===== config.mk =====
export PLATFORM = sky130hd
export DESIGN_NAME = fifo_spi_sequencer
export DESIGN_NICKNAME = d
export VERILOG_FILES = /design/src/rtl/fifo_spi_sequencer.sv
export SDC_FILE = /design/constraint.sdc
export NUM_CORES = 1
export LEC_CHECK = 0
export CORE_ASPECT_RATIO = 1.1
export CORE_UTILIZATION = 43
export DETAILED_ROUTE_END_ITERATION = 8
export PLACE_DENSITY = 0.8
export SLEW_MARGIN = 0
export SYNTH_ARGS = -nofsm -noshare
export SYNTH_HDL_FRONTEND = slang
export SYNTH_SLANG_ARGS = --single-unit

===== constraint.sdc =====
create_clock -name clk -period 2.1 [get_ports clk]
set_input_delay 0.21 -clock clk [delete_from_list [all_inputs] [get_ports clk]]
set_output_delay 0.21 -clock clk [all_outputs]
set_load 0.05 [all_outputs]

===== src/rtl/fifo_spi_sequencer.sv =====
// Purpose: pops command words from a FIFO, runs one SPI transaction per word, returns read data.
// Latency: pop -> spi_start is 2 cycles; pop-to-pop is at least 4 cycles with one command in flight.
// Backpressure: no pops while enable=0 or the FIFO is empty; a read response holds in RESP until resp_ready.
//
// Ports:
//   clk, rst_n          rising-edge clock, asynchronous active-low reset
//   enable              allows new pops (an in-flight transaction always finishes)
//   fifo_empty          FIFO empty flag
//   fifo_rd_data        FIFO read data, valid the cycle after fifo_rd_en
//   fifo_rd_en          FIFO pop strobe
//   spi_start           one-cycle transaction request to the SPI master
//   spi_tx_data         command word: [DATA_WIDTH-1] write flag, [39:32] address, [31:0] write data
//   spi_done            one-cycle completion pulse, spi_rx_data valid with it
//   resp_valid/ready    read-response handshake, resp_data carries the read value
//   busy                high whenever the sequencer is not idle
//   err_timeout         sticky: a transaction saw no spi_done within TIMEOUT_CYCLES wait cycles
//   txn_count           completed transactions, wraps at 16 bits
module fifo_spi_sequencer #(
   parameter int DATA_WIDTH     = 41,
   parameter int TIMEOUT_CYCLES = 1024
) (
   input  logic                  clk,
   input  logic                  rst_n,
   input  logic                  enable,
   input  logic                  fifo_empty,
   input  logic [DATA_WIDTH-1:0] fifo_rd_data,
   output logic                  fifo_rd_en,
   output logic                  spi_start,
   output logic [DATA_WIDTH-1:0] spi_tx_data,
   input  logic                  spi_done,
   input  logic [31:0]           spi_rx_data,
   output logic                  resp_valid,
   input  logic                  resp_ready,
   output logic [31:0]           resp_data,
   output logic                  busy,
   output logic                  err_timeout,
   output logic [15:0]           txn_count
);

   // The wait counter only ever needs to reach TIMEOUT_CYCLES-1.
   localparam int CW = (TIMEOUT_CYCLES > 1) ? $clog2(TIMEOUT_CYCLES) : 1;
   localparam logic [CW-1:0] TMO_LAST = CW'(TIMEOUT_CYCLES - 1);

   typedef enum logic [2:0] {
      IDLE  = 3'd0,
      FETCH = 3'd1,
      START = 3'd2,
      WAIT  = 3'd3,
      RESP  = 3'd4
   } state_t;

   state_t                state, state_nxt;
   logic [DATA_WIDTH-1:0] cmd_q;
   logic [CW-1:0]         tmo_cnt;
   logic [31:0]           resp_q;
   logic                  err_q;
   logic [15:0]           cnt_q;

   logic rd_en_c, start_c, cap_cmd, clr_tmo, inc_tmo, set_err, inc_cnt, cap_resp;
   logic wr_flag;

   // Top bit of the command word is the write flag.
   assign wr_flag = cmd_q[DATA_WIDTH-1];

   always_ff @(posedge clk or negedge rst_n) begin
      if (!rst_n) state <= IDLE;
      else        state <= state_nxt;
   end

   always_comb begin
      state_nxt = state;
      rd_en_c   = 1'b0;
      start_c   = 1'b0;
      cap_cmd   = 1'b0;
      clr_tmo   = 1'b0;
      inc_tmo   = 1'b0;
      set_err   = 1'b0;
      inc_cnt   = 1'b0;
      cap_resp  = 1'b0;
      case (state)
         IDLE: begin
            if (enable && !fifo_empty) begin
               rd_en_c   = 1'b1;
               state_nxt = FETCH;
            end
         end
         FETCH: begin
            cap_cmd   = 1'b1;
            state_nxt = START;
         end
         START: begin
            start_c   = 1'b1;
            clr_tmo   = 1'b1;
            state_nxt = WAIT;
         end
         WAIT: begin
            // A done arriving on the last allowed wait cycle still completes.
            if (spi_done) begin
               inc_cnt = 1'b1;
               if (wr_flag) begin
                  state_nxt = IDLE;
               end else begin
                  cap_resp  = 1'b1;
                  state_nxt = RESP;
               end
            end else if (tmo_cnt == TMO_LAST) begin
               set_err   = 1'b1;
               state_nxt = IDLE;
            end else begin
               inc_tmo = 1'b1;
            end
         end
         RESP: begin
            if (resp_ready) state_nxt = IDLE;
         end
         default: state_nxt = IDLE;
      endcase
   end

   // The IDLE decode alone would strobe while reset is held with a non-empty FIFO.
   assign fifo_rd_en  = rd_en_c & rst_n;
   assign spi_start   = start_c;
   assign spi_tx_data = cmd_q;
   assign resp_valid  = (state == RESP);
   assign resp_data   = resp_q;
   assign busy        = (state != IDLE);
   assign err_timeout = err_q;
   assign txn_count   = cnt_q;

   always_ff @(posedge clk or negedge rst_n) begin
      if (!rst_n) begin
         cmd_q   <= '0;
         tmo_cnt <= '0;
         resp_q  <= '0;
         err_q   <= 1'b0;
         cnt_q   <= '0;
      end else begin
         if (cap_cmd)  cmd_q   <= fifo_rd_data;
         if (clr_tmo)  tmo_cnt <= '0;
         else if (inc_tmo) tmo_cnt <= tmo_cnt + 1'b1;
         if (cap_resp) resp_q  <= spi_rx_data;
         if (set_err)  err_q   <= 1'b1;
         if (inc_cnt)  cnt_q   <= cnt_q + 16'd1;
      end
   end

endmodule


======== Word level (Yosys, flattened, before mapping) ========
Index checks and enable logic that the tools add are counted.
storage, ports and cells
  register bits after elaboration ......... 103
  output and inout port bits .............. 94
  word-level logic and storage cells ...... 46
operators by class
  $add $sub $neg .......................... 2
  eq/ne operators ......................... 8
  muxes and demuxes ....................... 23
  bitwise logic cells ..................... 1
  reduce and logical (&&, ||, !) cells .... 6
operator list
  cell                     count
  $mux W10                 2
  $add A16 B1 Y16 const B  1
  $mux W1                  15
  $mux W3                  5
  $pmux W3 S5              1
  $add A10 B1 Y10 const B  1
  $eq A10 B10 Y1 const B   1
  $eq A3 B2 Y1 const B     2
  $eq A3 B1 Y1 const B     1
  $eq A3 B3 Y1 const B     1
  $logic_not A3 Y1         1
  $ne A3 B3 Y1 const B     1
  $reduce_and A3 Y1        1
  $reduce_bool A3 Y1       1
  $ne A2 B1 Y1 const B     1
  $ne A2 B2 Y1 const B     1
  $reduce_bool A2 Y1       1
  $and A1 B1 Y1            1
  $logic_and A1 B1 Y1      1
  $logic_not A1 Y1         1

======== Depth between registers and ports, before layout ========
  depth after elaboration ................. 6
  mapped depth ............................ 6
  gate-level depth less buffers ........... 5

======== Worst setup path before layout ========
Ideal clock, no wire load.
  kind .................................... reg2out
  from .................................... register state[1]
  to ...................................... output port fifo_rd_en
  data arrival time ....................... 1.836 ns
  required time ........................... 1.890 ns
  path slack .............................. 0.054 ns
  stages on the path, launching flop included .. 4
  cells stage by stage .................... dfrtp_1 > buf_4 > or3_1 > nor2_1
on the way
  cells in the longest elaborated chain, start to end .. 3
ends and longest elaborated chain
  element                   RTL line  source
  start: declaration        52        state_t state, state_nxt;
  start signal: assignment  67        else state <= state_nxt;
  $logic_not A3 Y1          80        case (state)
  $mux W1                   80
  $and A1 B1 Y1             121       assign fifo_rd_en = rd_en_c & rst_n;
  end: declaration          27        output logic fifo_rd_en,
Every way passes these cells.

======== Worst setup path after layout ========
  from .................................... register state[1]
  to ...................................... output port spi_start
on the way
  cells in the longest elaborated chain, start to end .. 2
ends and longest elaborated chain
  element           RTL line  source
  $eq A3 B2 Y1      80
  $mux W1           80
  end: declaration  28        output logic spi_start,
Every way passes these cells.

==> flow_summary.json <==
{
  "p_clk_frac": 0.103,
  "p_leak_nw": 2.65,
  "syn_area_per_cell_um2": 14.2,
  "clock_sinks": 103,
  "cts_buffers": 9,
  "netlist_area_um2": 4180,
  "cp-end-kind": "output pin",
  "syn_inst": 295,
  "gr-total-overflow": 0,
  "antenna_found_initial": 0,
  "drc": 0,
  "synth_cell_types": 38,
  "worstSkewPairLatency_ns": 0.37,
  "synth_top_cell_by_area": "dfrtp_1",
  "antenna_left": 0,
  "p_per_area_nw_per_um2": 1690,
  "p_int_w": 0.00559,
  "cp_slowest_cell": "or3b_1",
  "finalWirelength_um": 9680,
  "wl_met3_um": 760,
  "fin_skew_ns": 0.0117,
  "slowest_delay_ns": 0.49,
  "relSlewSlack": 0.623,
  "cp-start-kind": "flip-flop",
  "die_w_um": 96.1,
  "final_nets": 554,
  "num_vias": 3075,
  "crit_type": "reg2out",
  "grt_pass1_wl_um": 15500,
  "ctsHtreeMaxLevel": 3,
  "synth_area_leaders": "dfrtp_1 62%, mux2_2 19%, xnor2_1 2.3%",
  "path_max_fanout": 8,
  "m1WireLength_um": 3640,
  "tns_ns": 0,
  "hp-class": "in2async",
  "p_sw_frac": 0.473,
  "fp-row-count": 37,
  "synth_warnings": 0,
  "core_region_area_um2": 9400,
  "tightestPinTransition_ns": 0.565,
  "synth_flop_cell": "dfrtp_1",
  "clock.fmax_mhz": 509,
  "ys_seq_area_frac": 0.616,
  "rr_worst_depth": 5,
  "area_delta_synth_final_pct": 49.6,
  "max_cap_violations": 0,
  "io_pins": 173,
  "r2r_setup_slack_ns": 0.15,
  "ys_seq_elements": 103,
  "die_h_um": 105,
  "synth_edf_count": 0,
  "n_antenna_cell": 0,
  "post_drt_wl_per_cell_um": 16.3,
  "post_cts_buffers": 0,
  "reg2reg_from": "tmo_cnt[0]",
  "report.final.setup_viol": 0,
  "cts_tree": "done",
  "outcome": "finished clean",
  "avgViaCountPerCell": 5.18,
  "rsz0062_at_grt": "no",
  "total_switching_power_w": 0.00501,
  "cts.clk_slew.worst_paths_ns": 0.09,
  "path_cells": "buf_4, or3b_1, inv_2, buf_12",
  "first_pass_iters": 4,
  "drive_above_1_share": 0.216,
  "synthArstFlopShare": 1.00,
  "cp.arrival_ns": 1.75,
  "finalCriticalPeriod_ns": 1.96,
  "worstSetupEndpoint": "spi_start",
  "cp-startpoint": "state[1]",
  "syn_nets": 376,
  "grt_use_total": 0.201,
  "min_period_over_period": 0.935,
  "top_layer_used": "met4",
  "cts_root_buf": "clkbuf_8",
  "initialDrtViolationCount": 105,
  "final_common_cell": "clkdlybuf4s50_1",
  "final_max_slew_viol_count": 0,
  "dp_hpwl_um": 7150,
  "hold_viol_final": 0,
  "grt_max_degree": 104,
  "dp_slack_ns": 0.0868,
  "cp_data_required_time_ns": 1.89,
  "mostFrequentLayoutCells": "167 x clkdlybuf4s50_1, 103 x dfrtp_1, 72 x mux2_2",
  "initial_utilization": 0.445,
  "die_area_um2": 10100,
  "grt_pass1_vias": 3302,
  "fin_ws_ns": 0.136,
  "yosysTopAreaCellShare": 0.616,
  "dr_wl_met2_um": 5030,
  "ir_worst_vdd_v": 0.000993,
  "p_comb_frac": 0.587,
  "reg2reg_to": "tmo_cnt[5]",
  "clock_path_buffers": 2,
  "p_seq_frac": 0.310,
  "port_buffers": 172,
  "gp_congestion": 0.795
}
[critical path, delay by kind of cell (launching register included)]
kind | cells | cell delay [ns]
buf+inv | 3 | 0.51
simple gates | 1 | 0.49
flops | 1 | 0.38
[cells by family after synthesis]
family / count (synthesis) / share of synthesized area
adder cells (fa/ha/maj): 2 / 0.00598
multiplexers: 75 / 0.201
AND/OR/NAND/NOR: 67 / 0.0969
AO/OA/AOI/OAI: 19 / 0.0302
XOR/XNOR: 15 / 0.0314
flip-flops: 103 / 0.616
buffers and inverters: 14 / 0.0182
[layout make-up]
class	instances	area, µm²
fillers	712	3140
flip-flops and latches	103	2580
repair buffers	179	1830
multi-input cells	178	1540
well taps	117	146
clock buffers	10	128
clock inverters	5	36.3
inverters	2	7.51
[Yosys cell counts (4+ instances only)]
library cell,n
a21oi_1,4
and3_1,4
buf_2,10
dfrtp_1,103
mux2_2,72
nand2_1,21
nand3_1,7
nand4_1,7
nor2_1,6
nor3_1,4
o31ai_1,4
or4_1,4
xnor2_1,11
xor2_1,4
[routing by layer]
layer,global-route usage,vias up
met5,0,-
met4,0.0864,0
met3,0.0779,23
met2,0.340,116
met1,0.221,1528
li1,-,1408
[power by group through the flow]
stage / combinational (W) / clock (W) / sequential [W]
2_1_floorplan: 0.00150 / 0 / 0.00589
3_3_place_gp: 0.00618 / 0 / 0.00327
3_5_place_dp: 0.00627 / 0 / 0.00334
4_1_cts: 0.00627 / 0.00112 / 0.00330
5_1_grt: 0.00646 / 0.00120 / 0.00340
6_report: 0.00623 / 0.00109 / 0.00329
[stage by stage]
stage	hold WS (ns)	cell area [µm²]	util	power, W	std cells
final	0.426	6260	0.666	0.0106	594
after global routing	0.433	6260	0.666	0.0111	594
after CTS	0.427	6260	0.666	0.0107	594
after detailed placement	0.327	6090	0.648	0.00960	578
after global placement	0.329	6090	0.648	0.00945	578
after floorplan	-0.0856	4180	-	0.00738	295
[worst min path at each step]
| stage | endpoint | slack, ns | depth (start not counted) |
|---|---|---|---|
| 6_report | state[1] | 0.43 | 3 |
| 5_1_grt | resp_data[20] | 0.43 | 2 |
| 4_1_cts | state[2] | 0.43 | 2 |
| 3_5_place_dp | state[1] | 0.33 | 2 |
| 3_3_place_gp | tmo_cnt[8] | 0.33 | 2 |
| 2_1_floorplan | err_timeout | -0.09 | 0 |
[repair_timing]
item                                   CTS  global route
endpoints found under the hold margin  103             0
hold buffers                             1             0
setup endpoints to repair                1             2
pin swaps                                0             0
gates resized for setup                  1             2
[flip-flops by register name, summed over array words and instances (netlist names)]
| name | flops |
|---|---|
| spi_tx_data | 41 |
| state | 3 |
| resp_data | 32 |
| tmo_cnt | 10 |
| err_timeout | 1 |
| txn_count | 16 |
No activity file was read; power rests on OpenSTA's default activity.
